File: src/rtl/vend_ctrl_multi_if.sv
// Strobe inputs from the coin/button debouncers and outputs to the dispenser/display drivers.
// The controller takes the slave side; the upstream/downstream logic takes the master side.
interface vend_ctrl_multi_if #(
  parameter int NUM_ITEMS = 3,
  parameter int AMT_W     = 8,
  parameter int TOTAL_W   = 16,
  parameter int SEL_W     = (NUM_ITEMS > 1) ? $clog2(NUM_ITEMS) : 1
);
  logic                 coin_valid;
  logic [1:0]           coin_type;
  logic                 sel_valid;
  logic [SEL_W-1:0]     sel_idx;
  logic                 cancel;
  logic                 clr_total;
  logic [NUM_ITEMS-1:0] vend;
  logic                 busy;
  logic [AMT_W-1:0]     credit;
  logic                 change_valid;
  logic [AMT_W-1:0]     change_amt;
  logic                 coin_reject;
  logic                 sel_err;
  logic [TOTAL_W-1:0]   total_acc;
  logic [TOTAL_W-1:0]   last_total;

  modport master (
    output coin_valid, coin_type, sel_valid, sel_idx, cancel, clr_total,
    input  vend, busy, credit, change_valid, change_amt, coin_reject, sel_err,
           total_acc, last_total
  );

  modport slave (
    input  coin_valid, coin_type, sel_valid, sel_idx, cancel, clr_total,
    output vend, busy, credit, change_valid, change_amt, coin_reject, sel_err,
           total_acc, last_total
  );
endinterface

File: src/rtl/vend_ctrl_multi.sv
// Multi-item vending controller: coin accumulation, item select, timed vend line,
// optional change/cancel, and a saturating sales total with operator snapshot/clear.
module vend_ctrl_multi #(
  parameter int NUM_ITEMS     = 3,
  parameter int PRICE         = 70,
  parameter int VEND_CYCLES   = 100,
  parameter int AMT_W         = 8,
  parameter int TOTAL_W       = 16,
  parameter int RETURN_CHANGE = 0,
  parameter int SEL_W         = (NUM_ITEMS > 1) ? $clog2(NUM_ITEMS) : 1
) (
  input logic              clk,
  input logic              reset,
  vend_ctrl_multi_if.slave bus
);

  localparam int              CNT_W    = (VEND_CYCLES > 1) ? $clog2(VEND_CYCLES) : 1;
  localparam logic [CNT_W-1:0] CNT_LOAD = CNT_W'(VEND_CYCLES - 1);
  localparam logic [AMT_W-1:0] PRICE_A  = AMT_W'(PRICE);
  localparam logic [SEL_W:0]   SEL_LIM  = (SEL_W + 1)'(NUM_ITEMS);
  localparam bit               RET      = (RETURN_CHANGE != 0);

  typedef enum logic [1:0] {
    ACCEPT = 2'd0,
    SELECT = 2'd1,
    VEND   = 2'd2
  } state_t;

  state_t               state, state_nxt;
  logic [AMT_W-1:0]     credit, credit_nxt;
  logic [CNT_W-1:0]     cnt, cnt_nxt;
  logic [NUM_ITEMS-1:0] vend_r, vend_nxt;
  logic                 change_valid, change_valid_nxt;
  logic [AMT_W-1:0]     change_amt, change_amt_nxt;
  logic                 coin_reject, coin_reject_nxt;
  logic                 sel_err, sel_err_nxt;
  logic [TOTAL_W-1:0]   total_acc, total_nxt;
  logic [TOTAL_W-1:0]   last_total, last_nxt;

  logic                 sel_ok;
  logic                 cancel_ok;
  logic [AMT_W-1:0]     coin_sum;
  logic [NUM_ITEMS-1:0] sel_onehot;

  function automatic logic [AMT_W-1:0] coin_value(input logic [1:0] t);
    case (t)
      2'b00:   coin_value = AMT_W'(5);
      2'b01:   coin_value = AMT_W'(10);
      2'b10:   coin_value = AMT_W'(25);
      default: coin_value = AMT_W'(100);
    endcase
  endfunction

  // The sales total sticks at all-ones rather than wrapping.
  function automatic logic [TOTAL_W-1:0] sat_add(input logic [TOTAL_W-1:0] a,
                                                 input logic [AMT_W-1:0]   b);
    logic [TOTAL_W:0] s;
    s = {1'b0, a} + (TOTAL_W + 1)'(b);
    sat_add = s[TOTAL_W] ? {TOTAL_W{1'b1}} : s[TOTAL_W-1:0];
  endfunction

  assign sel_ok     = ({1'b0, bus.sel_idx} < SEL_LIM);
  assign sel_onehot = {{(NUM_ITEMS-1){1'b0}}, 1'b1} << bus.sel_idx;
  assign coin_sum   = credit + coin_value(bus.coin_type);
  // Cancel only counts when it would actually hand money back.
  assign cancel_ok  = RET && bus.cancel && (state != VEND) && (credit != '0);

  always_ff @(posedge clk or posedge reset) begin
    if (reset) begin
      state        <= ACCEPT;
      credit       <= '0;
      cnt          <= '0;
      vend_r       <= '0;
      change_valid <= 1'b0;
      change_amt   <= '0;
      coin_reject  <= 1'b0;
      sel_err      <= 1'b0;
      total_acc    <= '0;
      last_total   <= '0;
    end else begin
      state        <= state_nxt;
      credit       <= credit_nxt;
      cnt          <= cnt_nxt;
      vend_r       <= vend_nxt;
      change_valid <= change_valid_nxt;
      change_amt   <= change_amt_nxt;
      coin_reject  <= coin_reject_nxt;
      sel_err      <= sel_err_nxt;
      total_acc    <= total_nxt;
      last_total   <= last_nxt;
    end
  end

  always_comb begin
    state_nxt        = state;
    credit_nxt       = credit;
    cnt_nxt          = cnt;
    vend_nxt         = vend_r;
    change_valid_nxt = 1'b0;
    change_amt_nxt   = change_amt;
    coin_reject_nxt  = 1'b0;
    sel_err_nxt      = 1'b0;
    total_nxt        = total_acc;
    last_nxt         = last_total;

    if (bus.clr_total) begin
      last_nxt        = total_acc;
      total_nxt       = '0;
      credit_nxt      = '0;
      vend_nxt        = '0;
      cnt_nxt         = '0;
      state_nxt       = ACCEPT;
      coin_reject_nxt = bus.coin_valid;
    end else if ((state == SELECT) && bus.sel_valid) begin
      coin_reject_nxt = bus.coin_valid;
      if (sel_ok) begin
        state_nxt  = VEND;
        vend_nxt   = sel_onehot;
        cnt_nxt    = CNT_LOAD;
        credit_nxt = '0;
        if (RET) begin
          change_amt_nxt   = credit - PRICE_A;
          change_valid_nxt = 1'b1;
          total_nxt        = sat_add(total_acc, PRICE_A);
        end else begin
          total_nxt        = sat_add(total_acc, credit);
        end
      end else begin
        sel_err_nxt = 1'b1;
      end
    end else if (cancel_ok) begin
      change_amt_nxt   = credit;
      change_valid_nxt = 1'b1;
      credit_nxt       = '0;
      state_nxt        = ACCEPT;
      coin_reject_nxt  = bus.coin_valid;
    end else begin
      case (state)
        ACCEPT: begin
          if (bus.coin_valid) begin
            credit_nxt = coin_sum;
            if (coin_sum >= PRICE_A) state_nxt = SELECT;
          end
        end
        SELECT: begin
          coin_reject_nxt = bus.coin_valid;
        end
        VEND: begin
          coin_reject_nxt = bus.coin_valid;
          if (cnt == '0) begin
            vend_nxt  = '0;
            state_nxt = ACCEPT;
          end else begin
            cnt_nxt = cnt - CNT_W'(1);
          end
        end
        default: begin
          vend_nxt  = '0;
          state_nxt = ACCEPT;
        end
      endcase
    end
  end

  assign bus.vend         = vend_r;
  assign bus.busy         = (state == VEND);
  assign bus.credit       = credit;
  assign bus.change_valid = change_valid;
  assign bus.change_amt   = change_amt;
  assign bus.coin_reject  = coin_reject;
  assign bus.sel_err      = sel_err;
  assign bus.total_acc    = total_acc;
  assign bus.last_total   = last_total;

endmodule

File: src/flat_wrapper.sv
// flat-port wrapper written by rule: the top's interface ports become plain ports
module vend_ctrl_multi_flat 
#(
  parameter int NUM_ITEMS     = 3,
  parameter int PRICE         = 70,
  parameter int VEND_CYCLES   = 100,
  parameter int AMT_W         = 8,
  parameter int TOTAL_W       = 16,
  parameter int RETURN_CHANGE = 0,
  parameter int SEL_W         = (NUM_ITEMS > 1) ? $clog2(NUM_ITEMS) : 1
)
  (clk, reset, bus_coin_valid, bus_coin_type, bus_sel_valid, bus_sel_idx, bus_cancel, bus_clr_total, bus_vend, bus_busy, bus_credit, bus_change_valid, bus_change_amt, bus_coin_reject, bus_sel_err, bus_total_acc, bus_last_total);
  vend_ctrl_multi_if #(.NUM_ITEMS(NUM_ITEMS), .AMT_W(AMT_W), .TOTAL_W(TOTAL_W), .SEL_W(SEL_W)) bus_i ();
  input logic clk;
  input logic reset;
  input wire logic [$bits(bus_i.coin_valid)-1:0] bus_coin_valid;
  input wire logic [$bits(bus_i.coin_type)-1:0] bus_coin_type;
  input wire logic [$bits(bus_i.sel_valid)-1:0] bus_sel_valid;
  input wire logic [$bits(bus_i.sel_idx)-1:0] bus_sel_idx;
  input wire logic [$bits(bus_i.cancel)-1:0] bus_cancel;
  input wire logic [$bits(bus_i.clr_total)-1:0] bus_clr_total;
  output wire logic [$bits(bus_i.vend)-1:0] bus_vend;
  output wire logic [$bits(bus_i.busy)-1:0] bus_busy;
  output wire logic [$bits(bus_i.credit)-1:0] bus_credit;
  output wire logic [$bits(bus_i.change_valid)-1:0] bus_change_valid;
  output wire logic [$bits(bus_i.change_amt)-1:0] bus_change_amt;
  output wire logic [$bits(bus_i.coin_reject)-1:0] bus_coin_reject;
  output wire logic [$bits(bus_i.sel_err)-1:0] bus_sel_err;
  output wire logic [$bits(bus_i.total_acc)-1:0] bus_total_acc;
  output wire logic [$bits(bus_i.last_total)-1:0] bus_last_total;
  assign bus_i.coin_valid = bus_coin_valid;
  assign bus_i.coin_type = bus_coin_type;
  assign bus_i.sel_valid = bus_sel_valid;
  assign bus_i.sel_idx = bus_sel_idx;
  assign bus_i.cancel = bus_cancel;
  assign bus_i.clr_total = bus_clr_total;
  assign bus_vend = bus_i.vend;
  assign bus_busy = bus_i.busy;
  assign bus_credit = bus_i.credit;
  assign bus_change_valid = bus_i.change_valid;
  assign bus_change_amt = bus_i.change_amt;
  assign bus_coin_reject = bus_i.coin_reject;
  assign bus_sel_err = bus_i.sel_err;
  assign bus_total_acc = bus_i.total_acc;
  assign bus_last_total = bus_i.last_total;
  vend_ctrl_multi #(.NUM_ITEMS(NUM_ITEMS), .PRICE(PRICE), .VEND_CYCLES(VEND_CYCLES), .AMT_W(AMT_W), .TOTAL_W(TOTAL_W), .RETURN_CHANGE(RETURN_CHANGE), .SEL_W(SEL_W)) u_core (.clk(clk), .reset(reset), .bus(bus_i));
endmodule
File: config.mk
export PLATFORM = sky130hd
export DESIGN_NAME = vend_ctrl_multi_flat
export DESIGN_NICKNAME = d
export VERILOG_FILES = /design/src/rtl/vend_ctrl_multi_if.sv /design/src/rtl/vend_ctrl_multi.sv /design/src/flat_wrapper.sv
export SDC_FILE = /design/constraint.sdc
export NUM_CORES = 1
export LEC_CHECK = 0
export BUFFER_PORTS_ARGS = -buffer_cell sky130_fd_sc_hd__buf_2
export CAP_MARGIN = 20
export CORE_AREA = 2 2 102 104
export DETAILED_ROUTE_END_ITERATION = 16
export DIE_AREA = 0 0 104 106
export HOLD_SLACK_MARGIN = 0.15
export PLACE_DENSITY = 0.65
export SLEW_MARGIN = 30
export SYNTH_ARGS = -nofsm -noshare
export SYNTH_HDL_FRONTEND = slang
export SYNTH_SLANG_ARGS = --single-unit
export TNS_END_PERCENT = 10
File: constraint.sdc
create_clock -name clk -period 2.8 [get_ports clk]
set_input_delay 0.28 -clock clk [delete_from_list [all_inputs] [get_ports clk]]
set_output_delay 0.28 -clock clk [all_outputs]
set_load 0.01 [all_outputs]
==> impl_metrics.env <==
export IMPL_syn_area_sq_um=3407
export IMPL_hold_depth=2
export IMPL_required_ps=3000
export IMPL_grt_usage_pct=13.96
export IMPL_ys_flop_type="dfrtp_1"
export IMPL_cts_clk_slew_worst_paths_ps=100
export IMPL_first_pass_iters=4
export IMPL_dp_final_hpwl_microns=5886
export IMPL_cp_slowest_cell="dfrtp_1"
export IMPL_cp_start_kind="register"
export IMPL_die_height_microns=106
export IMPL_via_count=2793
export IMPL_synth_most_common_cell="dfrtp_1"
export IMPL_hold_class="in -> reg"
export IMPL_hold_ws_ps=262.0
export IMPL_cp_max_fo=4
export IMPL_cts_tree="yes"
export IMPL_ys_warnings_count=0
export IMPL_rows=37
export IMPL_ff2ff_path_depth=9
export IMPL_seqCellArea_sq_um=1351
export IMPL_setup_viol=0
export IMPL_yosysTopAreaCellShare_pct=39.66
export IMPL_tns_ps=0
export IMPL_place_gp_congestion=0.7971
export IMPL_critical_path_max_stage_delay_ps=440
export IMPL_diodes=0
export IMPL_initialDrtViolationCount=75
export IMPL_htree_levels=2
export IMPL_critPathBufInv=1
export IMPL_multi_input_area_sq_um=1891
export IMPL_dp_slack_ps=271.1
export IMPL_wirelength_microns=7561
export IMPL_cts_max_path_buffers=2
export IMPL_synth_area_leader_cell="dfrtp_1"
export IMPL_drc=0
export IMPL_die_width_microns=104
export IMPL_nets=437
export IMPL_arrival_ps=2680
export IMPL_postCtsResizedCells=0
export IMPL_dieArea_sq_um=11020
export IMPL_portBuffers=54
export IMPL_ant_nets=0
export IMPL_setup_worst_path_class="reg -> reg"
export IMPL_synth_seq_cells=54
export IMPL_final_min_clock_period_ps=2483
export IMPL_critPathTopFamily="compound AO/OA/AOI/OAI gates"
export IMPL_cts_sinks=54
export IMPL_clock_latency_ps=300
export IMPL_layout_drive_gt1_share_pct=24.69
export IMPL_power_density_nw_per_um2=557.6
export IMPL_status="finished, final reports clean"
export IMPL_p_leak_nw=2.010
export IMPL_worst_pin_slew_ps=637.0
export IMPL_fin_skew_ps=12.57
export IMPL_seq_area_frac_synth_pct=39.66
export IMPL_cts_root_buffer="clkbuf_8"
export IMPL_slew_viol_final=0
export IMPL_rsz0062_at_grt="no"
export IMPL_routedWlPerCell_microns=14.08
export IMPL_async_reset_ff_share_pct=100.0
export IMPL_grt_pass1_vias=2643
export IMPL_drv_cap=0
export IMPL_yosysUniqueCellTypes=62
export IMPL_area_growth_synth_to_final_pct=14.03
export IMPL_ios=65
export IMPL_finalCritPeriodShare_pct=88.66
export IMPL_cts_buffers=5
export IMPL_core_sq_um=10000
export IMPL_start_util_pct=34.07
export IMPL_fmax_mhz=402.8
export IMPL_worst_slack_ps=317.4
export IMPL_grt_max_degree=40
export IMPL_hold_viol_final=0
export IMPL_antenna_found_initial=0
export IMPL_synth_cells=344
export IMPL_crit_chain="ha_1 -> inv_1 -> fa_1 -> nor2b_1 -> o21ai_2 -> a21o_1 -> a21boi_0 -> o211ai_1 -> a221oi_1"
export IMPL_critical_path_depth=9
export IMPL_grt_pass1_wl_microns=12710
export IMPL_peakVddDrop_mv=0.2215
export IMPL_synth_edff_count=0
export IMPL_syn_mean_instance_area_sq_um=9.904
export IMPL_netlist_top_cells_area="dfrtp_1 (40%), ha_1 (8.8%), mux2_2 (6.3%), o21ai_0 (3.4%), a21oi_1 (3.1%)"
export IMPL_synth_common_cells="dfrtp_1 (54), nand2_1 (25), ha_1 (24)"
export IMPL_nFillCells=1010
export IMPL_globalRouteOverflowTotal=0
export IMPL_total_power_w=0.002166
export IMPL_critPathCaptureType="register"
export IMPL_vias_per_cell=5.201
export IMPL_worst_slew_margin_rel_pct=57.33
==> report_power, final <==
group / switching, W / internal [W]
clock: 0.000239 / 0.000173
sequential: 0.0000783 / 0.000854
combinational: 0.000488 / 0.000334
==> cell families (layout without fill, tap and decap cells) <==
kind of cell             count (synthesis)  count (layout)  synth area share (%)
AO/OA/AOI/OAI                          106             106                 21.45
XOR/XNOR                                 9               9                 2.314
adder cells (fa/ha/maj)                 26              26                 9.989
buffers and inverters                   38              87                 5.729
flip-flops                              54              54                 39.66
multiplexers                            22              22                 7.161
other                                    1               9                0.1101
AND/OR/NAND/NOR                         88              88                 13.59
==> layer usage <==
layer	global-route usage, %	up-vias	wire (microns)
met2	25.00	60	3775
met1	17.12	1371	3370
met4	3.282	0	50
met5	0	-	0
met3	3.127	4	365
li1	-	1358	-
==> cells in the final DEF, fill, tap and decap left out, types with 4 or more instances in the layout <==
cell,count
mux2_2,19
o2111ai_1,4
inv_1,18
nand2_1,25
dfrtp_1,54
o21ai_0,23
a21o_1,13
nor3_1,8
a22o_1,10
a21oi_1,21
buf_4,6
xor2_1,7
nand3_1,7
ha_1,24
buf_2,54
nor2_1,16
o21ai_1,4
clkbuf_8,5
conb_1,9
==> registers in the layout, indices dropped and copies added (netlist names) <==
| register | cells |
|---|---|
| u_core.bus.sel_err | 1 |
| u_core.bus.coin_reject | 1 |
| u_core.bus.vend | 3 |
| u_core.bus.credit | 8 |
| u_core.bus.last_total | 16 |
| u_core.state | 2 |
| u_core.bus.total_acc | 16 |
| u_core.cnt | 7 |
==> metrics by stage <==
stage / utilization [%] / area, sq um / std cells
floorplan: - / 3437 / 352
global placement: 37.99 / 3799 / 529
finish: 38.85 / 3885 / 537
detailed placement: 37.99 / 3799 / 529
global route: 38.85 / 3885 / 537
CTS: 38.85 / 3885 / 537
==> what timing repair did <==
action | 4_1_cts | 5_1_grt
hold buffers | 1 | 0
hold endpoints to repair | 15 | 0
buffers inserted | 0 | 0
==> area by class of cell <==
| cell class | count | share of cell area [%] |
|---|---|---|
| flip-flops and latches | 54 | 34.78 |
| inverters | 19 | 1.836 |
| multi-input cells | 260 | 48.66 |
| well taps | 136 | 4.380 |
| repair buffers | 61 | 8.374 |
| clock buffers | 7 | 1.965 |
==> path summary, 6_finish.rpt <==
check,slack (ps),startpoint,to
max,320,u_core.bus.credit[0],u_core.bus.total_acc[10]
min,260,bus_coin_valid,u_core.bus.coin_reject
max reg2reg,320,u_core.bus.credit[0],u_core.bus.total_acc[10]
min reg2reg,510,u_core.bus.last_total[10],u_core.bus.last_total[10]
max in group asynchronous,1530,reset,u_core.bus.last_total[2]
min in group asynchronous,480,reset,u_core.bus.last_total[15]
(Power assumes the default switching activity.)
